### config.mk
export PLATFORM = sky130hd
export DESIGN_NAME = ifetch_prefetch_flat
export DESIGN_NICKNAME = d
export VERILOG_FILES = /design/src/rtl/bexkat1_pkg.sv /design/src/rtl/if_wb.sv /design/src/rtl/prefetch_fifo.sv /design/src/rtl/ifetch_prefetch.sv /design/src/flat_wrapper.sv
export SDC_FILE = /design/constraint.sdc
export NUM_CORES = 1
export LEC_CHECK = 0
export ABC_AREA = 1
export CORE_AREA = 2 2 193 195
export DETAILED_ROUTE_END_ITERATION = 10
export DIE_AREA = 0 0 195 197
export HOLD_SLACK_MARGIN = 0.05
export PLACE_DENSITY = 0.57
export SYNTH_ARGS = -nofsm -noshare
export SYNTH_HDL_FRONTEND = slang
export SYNTH_SLANG_ARGS = --single-unit
### constraint.sdc
create_clock -name clk_i -period 11.5 [get_ports clk_i]
set_clock_uncertainty 0.1 [all_clocks]
set_input_delay 2.875 -clock clk_i [delete_from_list [all_inputs] [get_ports clk_i]]
set_output_delay 2.875 -clock clk_i [all_outputs]
set_load 0.02 [all_outputs]
### src/rtl/bexkat1_pkg.sv
// Shared bexkat1 types and constants.
// Used by the instruction prefetch unit.
package bexkat1_pkg;

  localparam int WORD_BYTES = 4;

  typedef enum logic [1:0] {
    S_IDLE,
    S_FETCH,
    S_FLUSH
  } state_t;

  typedef struct packed {
    logic [31:0] data;
    logic [31:0] pc;
  } ir_entry_t;

  function automatic logic [31:0] word_align(
    input logic [31:0] a
  );
    return a & ~32'(WORD_BYTES - 1);
  endfunction

endpackage

### src/rtl/if_wb.sv
// Pipelined Wishbone bus bundle.
// Master drives the request, slave answers with ack/stall.
interface if_wb;

  logic        cyc;
  logic        stb;
  logic        we;
  logic [3:0]  sel;
  logic [31:0] adr;
  logic [31:0] dat_m;
  logic [31:0] dat_s;
  logic        ack;
  logic        stall;

  modport master (
    output cyc, stb, we, sel, adr, dat_m,
    input  dat_s, ack, stall
  );

  modport slave (
    input  cyc, stb, we, sel, adr, dat_m,
    output dat_s, ack, stall
  );

endinterface

### src/rtl/prefetch_fifo.sv
// Instruction word FIFO: {data, pc} entries,
// synchronous clear, head visible while non-empty.
module prefetch_fifo #(
  parameter int DEPTH = 4
) (
  input  logic                     clk_i,
  input  logic                     rst_i,
  input  logic                     clear,
  input  logic                     push,
  input  logic                     pop,
  input  logic [63:0]              wdata,
  output logic [$clog2(DEPTH):0]   count,
  output logic [63:0]              head
);

  localparam int AW = $clog2(DEPTH);
  localparam logic [AW:0] FULL = (AW+1)'(DEPTH);

  logic [63:0]   mem [DEPTH];
  logic [AW-1:0] rd_ptr;
  logic [AW-1:0] wr_ptr;
  logic          do_push;
  logic          do_pop;

  assign do_push = push && !clear;
  assign do_pop  = pop && !clear && (count != '0);

  always_ff @(posedge clk_i or posedge rst_i) begin
    if (rst_i) begin
      rd_ptr <= '0;
      wr_ptr <= '0;
      count  <= '0;
    end else if (clear) begin
      rd_ptr <= '0;
      wr_ptr <= '0;
      count  <= '0;
    end else begin
      if (do_push) wr_ptr <= wr_ptr + 1'b1;
      if (do_pop)  rd_ptr <= rd_ptr + 1'b1;
      count <= count + (AW+1)'(do_push)
                     - (AW+1)'(do_pop);
    end
  end

  always_ff @(posedge clk_i) begin
    if (do_push) mem[wr_ptr] <= wdata;
  end

  assign head = (count != '0) ? mem[rd_ptr] : '0;

  // Credit accounting upstream must keep this from firing.
  a_no_overflow: assert property (
    @(posedge clk_i) disable iff (rst_i)
    !(push && count == FULL)
  );

endmodule

### src/rtl/ifetch_prefetch.sv
// Instruction prefetcher: pipelined Wishbone reads into a
// small FIFO, with credit flow control and redirect flush.
module ifetch_prefetch
  import bexkat1_pkg::*;
#(
  parameter int          DEPTH    = 4,
  parameter logic [31:0] RESET_PC = 32'h0
) (
  input  logic        clk_i,
  input  logic        rst_i,
  if_wb.master        bus,
  input  logic        pc_load,
  input  logic [31:0] pc_new,
  output logic        ir_valid,
  output logic [31:0] ir_data,
  output logic [31:0] ir_pc,
  input  logic        ir_ready
);

  localparam int CW = $clog2(DEPTH) + 1;
  localparam logic [CW:0] DEPTH_W = (CW+1)'(DEPTH);

  state_t        state;
  logic [31:0]   fetch_adr;
  logic [CW-1:0] outstanding;
  logic [CW-1:0] count;
  logic [CW-1:0] nxt_out;
  logic [CW-1:0] nxt_count;
  logic          credit;
  logic          nxt_credit;
  logic          accept;
  logic          ack_in;
  logic          push;
  logic          pop;
  ir_entry_t     head;
  ir_entry_t     wr_entry;

  assign bus.cyc   = (state != S_IDLE);
  assign bus.stb   = (state == S_FETCH) && credit && !pc_load;
  assign bus.we    = 1'b0;
  assign bus.sel   = 4'hf;
  assign bus.dat_m = '0;
  assign bus.adr   = word_align(fetch_adr);

  assign credit = ({1'b0, count} + {1'b0, outstanding}) < DEPTH_W;
  assign accept = bus.cyc && bus.stb && !bus.stall;
  assign ack_in = bus.ack && bus.cyc && (outstanding != '0);
  assign push   = ack_in && (state == S_FETCH) && !pc_load;
  assign pop    = ir_valid && ir_ready && !pc_load;

  assign nxt_out   = outstanding + CW'(accept) - CW'(ack_in);
  assign nxt_count = pc_load ? '0
                   : count + CW'(push) - CW'(pop);
  assign nxt_credit =
    ({1'b0, nxt_count} + {1'b0, nxt_out}) < DEPTH_W;

  // Requests are issued back to back, so the oldest one
  // sits `outstanding` words behind the fetch address.
  assign wr_entry.data = bus.dat_s;
  assign wr_entry.pc   = fetch_adr - (32'(outstanding) << 2);

  always_ff @(posedge clk_i or posedge rst_i) begin
    if (rst_i) begin
      state       <= S_IDLE;
      fetch_adr   <= RESET_PC;
      outstanding <= '0;
    end else begin
      outstanding <= nxt_out;
      if (accept)
        fetch_adr <= fetch_adr + 32'(WORD_BYTES);
      if (pc_load) begin
        fetch_adr <= word_align(pc_new);
        state <= (nxt_out != '0) ? S_FLUSH : S_FETCH;
      end else begin
        unique case (state)
          S_IDLE:  if (credit) state <= S_FETCH;
          S_FETCH: if (!nxt_credit && nxt_out == '0)
                     state <= S_IDLE;
          S_FLUSH: if (nxt_out == '0) state <= S_FETCH;
          default: state <= S_IDLE;
        endcase
      end
    end
  end

  prefetch_fifo #(.DEPTH(DEPTH)) u_fifo (
    .clk_i (clk_i),
    .rst_i (rst_i),
    .clear (pc_load),
    .push  (push),
    .pop   (pop),
    .wdata (wr_entry),
    .count (count),
    .head  (head)
  );

  assign ir_valid = (count != '0);
  assign ir_data  = head.data;
  assign ir_pc    = head.pc;

endmodule

### src/flat_wrapper.sv
// flat-port wrapper written by rule: the top's interface ports become plain ports
module ifetch_prefetch_flat import bexkat1_pkg::*;
#(
  parameter int          DEPTH    = 4,
  parameter logic [31:0] RESET_PC = 32'h0
)
  (clk_i, rst_i, pc_load, pc_new, ir_valid, ir_data, ir_pc, ir_ready, bus_cyc, bus_stb, bus_we, bus_sel, bus_adr, bus_dat_m, bus_dat_s, bus_ack, bus_stall);
  if_wb bus_i ();
  input  logic clk_i;
  input  logic rst_i;
  input  logic pc_load;
  input  logic [31:0] pc_new;
  output logic ir_valid;
  output logic [31:0] ir_data;
  output logic [31:0] ir_pc;
  input  logic ir_ready;
  output wire logic [$bits(bus_i.cyc)-1:0] bus_cyc;
  output wire logic [$bits(bus_i.stb)-1:0] bus_stb;
  output wire logic [$bits(bus_i.we)-1:0] bus_we;
  output wire logic [$bits(bus_i.sel)-1:0] bus_sel;
  output wire logic [$bits(bus_i.adr)-1:0] bus_adr;
  output wire logic [$bits(bus_i.dat_m)-1:0] bus_dat_m;
  input wire logic [$bits(bus_i.dat_s)-1:0] bus_dat_s;
  input wire logic [$bits(bus_i.ack)-1:0] bus_ack;
  input wire logic [$bits(bus_i.stall)-1:0] bus_stall;
  assign bus_cyc = bus_i.cyc;
  assign bus_stb = bus_i.stb;
  assign bus_we = bus_i.we;
  assign bus_sel = bus_i.sel;
  assign bus_adr = bus_i.adr;
  assign bus_dat_m = bus_i.dat_m;
  assign bus_i.dat_s = bus_dat_s;
  assign bus_i.ack = bus_ack;
  assign bus_i.stall = bus_stall;
  ifetch_prefetch #(.DEPTH(DEPTH), .RESET_PC(RESET_PC)) u_core (.clk_i(clk_i), .rst_i(rst_i), .bus(bus_i), .pc_load(pc_load), .pc_new(pc_new), .ir_valid(ir_valid), .ir_data(ir_data), .ir_pc(ir_pc), .ir_ready(ir_ready));
endmodule
==> results.md <==
* Final Cell Area at about 17000 sq um
* Die W at between 150 and 200 um
* Worst Path Buf+Inv at 3
* Row Count at 70
* Hold Path End: u_core.state[1]
* CTS HTree Levels at 1
* CP cell instances: clkdlybuf4s50_1 > buf_4 > nor2_4 > nand2_1 > nor2_1 > clkdlybuf4s50_1
* Longest Clk Path Bufs at 3
* Layout Cells excl Fill at 2064
* Crit start category: primary input
* TNS Setup at 0 ns
* YS warnings at 0
* Switching Share at between 30% and 40%
* Postcts setup bufs at 0
* DP Area at approximately 16000 sq um
* FF-to-FF path depth at 23
* Number of global-route vias before repair at 9649
* Die Span Y at between 150 and 200 um
* MaxCap Viol Count at 0
* RSZ-0062 raised after global routing: false
* Routed Antenna Nets at 0
* PwrDens at between 200 and 250 nW/um^2
* Final slew viol count at 0
* Arr. time, crit path at 4.49 ns
* P&R area growth vs syn at 20.6%
* Initial core utilization at about two fifths
* Seq/Total Area, Yosys at around 61%
* Most common cell after layout, fill and taps aside: nor2_1
* Yosys reg bits at 290
* Hold path depth at 2
* Synth async-reset ratio at roughly 14%
* Final Hold Vio Count at 0
* Input/output buffers at approximately 160
* Net Sw Power at around 1.2 mW
* CTS resizes at 0
* Synth top area cells: edfxtp_1 53%, nor2_1 9.0%, dfrtp_1 7.5%, nand2_1 6.1%, o21ai_0 5.2%
* RR Startpoint: u_core.outstanding[1]
* Initial antenna violation count at 0
* Kind of critical path: in2out
* Residual DRC at 0
* Ys flop type: edfxtp_1
* Multi-input combinational cell area at about 4600 sq um
* Post-synthesis area per instance at 9.76 sq um
* Dpl cells at 2008
* Final worst path period share at between 60% and 70%
* Vias at about 10000
* Comb pwr share at between 30% and 40%
* Post-synth top area cell: edfxtp_1
* Slowest-stage cell, CP: clkdlybuf4s50_1
* Yosys cell types at 35
* Clk Latency, worst-skew pair at 0.57 ns
* Final setup violation count at 0
* Drt pass-1 iters at 5
* Worst hold path type: reg2reg
* Util after Layout at 46.4%
* Detailed Place HPWL at 21200 um
* Fillers at about 3400
* WL final at approximately 35000 um
* Max frequency at 134 MHz
* ANT cells at 0
* Worst Path Max Fanout at 37
* Core box area at ~36000 sq um
* I/O Pins at between 200 and 250
* Seq pwr share at between 30% and 40%
* Most frequent cells in the layout: 330 x nor2_1, 248 x edfxtp_1, 227 x nand2_1
* Clock slew at reported path FFs at approximately 0.06 ns
* FF+latch area at between 8000 and 9000 sq um
* CTS tree: done
* Pleak at roughly 6.3 nW
* Max IR drop VDD at around 0.11 mV
* Hold path start: u_core.state[1]
* Clock Power Share at ~28%
* Worst slew pin tran at approximately 1.0 ns
* Int Pwr at 2.23 mW
* CTS root buffer: clkbuf_16
* Congestion Overflow GR at 0
* CP peak stage delay at 0.62 ns
* FF-to-FF End: u_core.state[0]
* Total GRT Usage at between 10% and 20%
* Cells after synthesis at roughly 1400
* Netlist Area Pre-Place at 13900 sq um
* Number of vias per cell at 4.82
* Hold-fix buffers at CTS at 0
* Top-area cell type share of the netlist area at ~53%
* Crit-path most repeated cell: clkdlybuf4s50_1
* DRT iter0 DRCs at 651
* Critical path depth at 6
* Worst slew margin at 33.0%
* CP required at between 8 and 9 ns
* Clock sinks at between 200 and 300
* Final nets at roughly 1700
* Routed WL per cell at between 15 and 20 um
* EDFF count, synth at about 250
* Pin count of the biggest net entering global routing at between 80 and 90
* CP endpoint kind: output pin
* Cell class contributing the biggest share of worst-path delay: buffers and inverters
* Global-route wire length before repair at between 50000 and 60000 um
* TritonCTS buffer count at 31
* Run status: finished, final reports clean
* Layout cells sized above 1 at under 10%
* R2R Setup Slk at between 7 and 8 ns
* Die area at 38400 sq um
* Final Critical Period at approximately 7.5 ns
* Gpl congestion at approximately 0.9
==> power groups by stage <==
stage	Clock [mW]	Sequential [mW]	Combinational, mW
final	0.979	1.31	1.16
after global routing	1.04	1.32	1.28
after CTS	1.00	1.31	1.18
after detailed placement	0	1.33	1.17
after global placement	0	1.33	1.16
after floorplan	0	1.32	0.707
==> layer usage <==
| layer | wire, um | track usage [%] | part of all wire (%) | vias up |
|---|---|---|---|---|
| met2 | 16000 | 29.3 | 46 | 234 |
| met5 | 0 | 0 | 0 | - |
| met4 | 766 | 5.17 | 2.2 | 0 |
| met1 | 16400 | 25.2 | 47 | 4696 |
| met3 | 1620 | 2.89 | 4.7 | 48 |
| li1 | - | - | - | 4974 |
==> cells by family after synthesis <==
group	Yosys count	share of synthesized area (%)
compound gates	225	8.26
xor+xnor	31	1.95
fa+ha+maj	22	2.19
buf+inv	200	6.98
flops	290	61.0
other cells	2	0.0539
simple gates	658	19.6
==> through the flow <==
step           power, mW  hold WS [ns]  worst slack [ns]
2_1_floorplan       2.02         0.475              4.92
3_3_place_gp        2.49         0.516              4.01
3_5_place_dp        2.51         0.520              4.03
4_1_cts             3.50         0.532              4.02
5_1_grt             3.65         0.598              3.95
6_report            3.45         0.527              4.03
==> cell usage after synthesis (3+ instances only) <==
master    count
nor2_1      334
buf_6         4
buf_4        44
o211ai_1     10
o21ai_1       4
a21oi_1      67
edfxtp_1    248
inv_1        89
nand3_2       3
clkbuf_1     29
xor2_1       29
inv_2         9
buf_2        21
nor2_4        6
nand2_1     227
dfrtp_1      42
o21ai_0     144
nand3_4       3
nand4_1       4
fa_1          4
nand3_1      60
ha_1         18
nor2_2        8
nand2_2       5
==> final cells by class <==
cell class              instances  share of cell area [%]
clock buffers                  40                    4.81
clock inverters                16                    1.10
inverters                     100                    2.26
multi-input cells             977                    27.6
flip-flops and latches        290                    50.6
well taps                     468                    3.48
repair buffers                173                    10.1
==> registers in the layout, summed over array words and instances, names as in the netlist <==
signal and flops:
u_core.u_fifo.wr_ptr 2, u_core.fetch_adr 30, u_core.outstanding 3, u_core.u_fifo.mem 248, u_core.u_fifo.count 3, u_core.state 2, u_core.u_fifo.rd_ptr 2
==> how the worst max path moves through the flow <==
stage	start	end	slack, ns
final	pc_load	bus_stb	4.03
after global routing	pc_load	bus_stb	3.95
after CTS	pc_load	bus_stb	4.02
after detailed placement	pc_load	bus_stb	4.03
after global placement	pc_load	bus_stb	4.01
after floorplan	pc_load	u_core.u_fifo.mem[0][10]	4.92
==> tightest hold or removal path: stages (launching register included) <==
cell	delay [ns]
dfrtp_1	0.39
nand2_1	0.10
o21ai_0	0.09
Note: power is estimated with default switching activity, not from simulation.
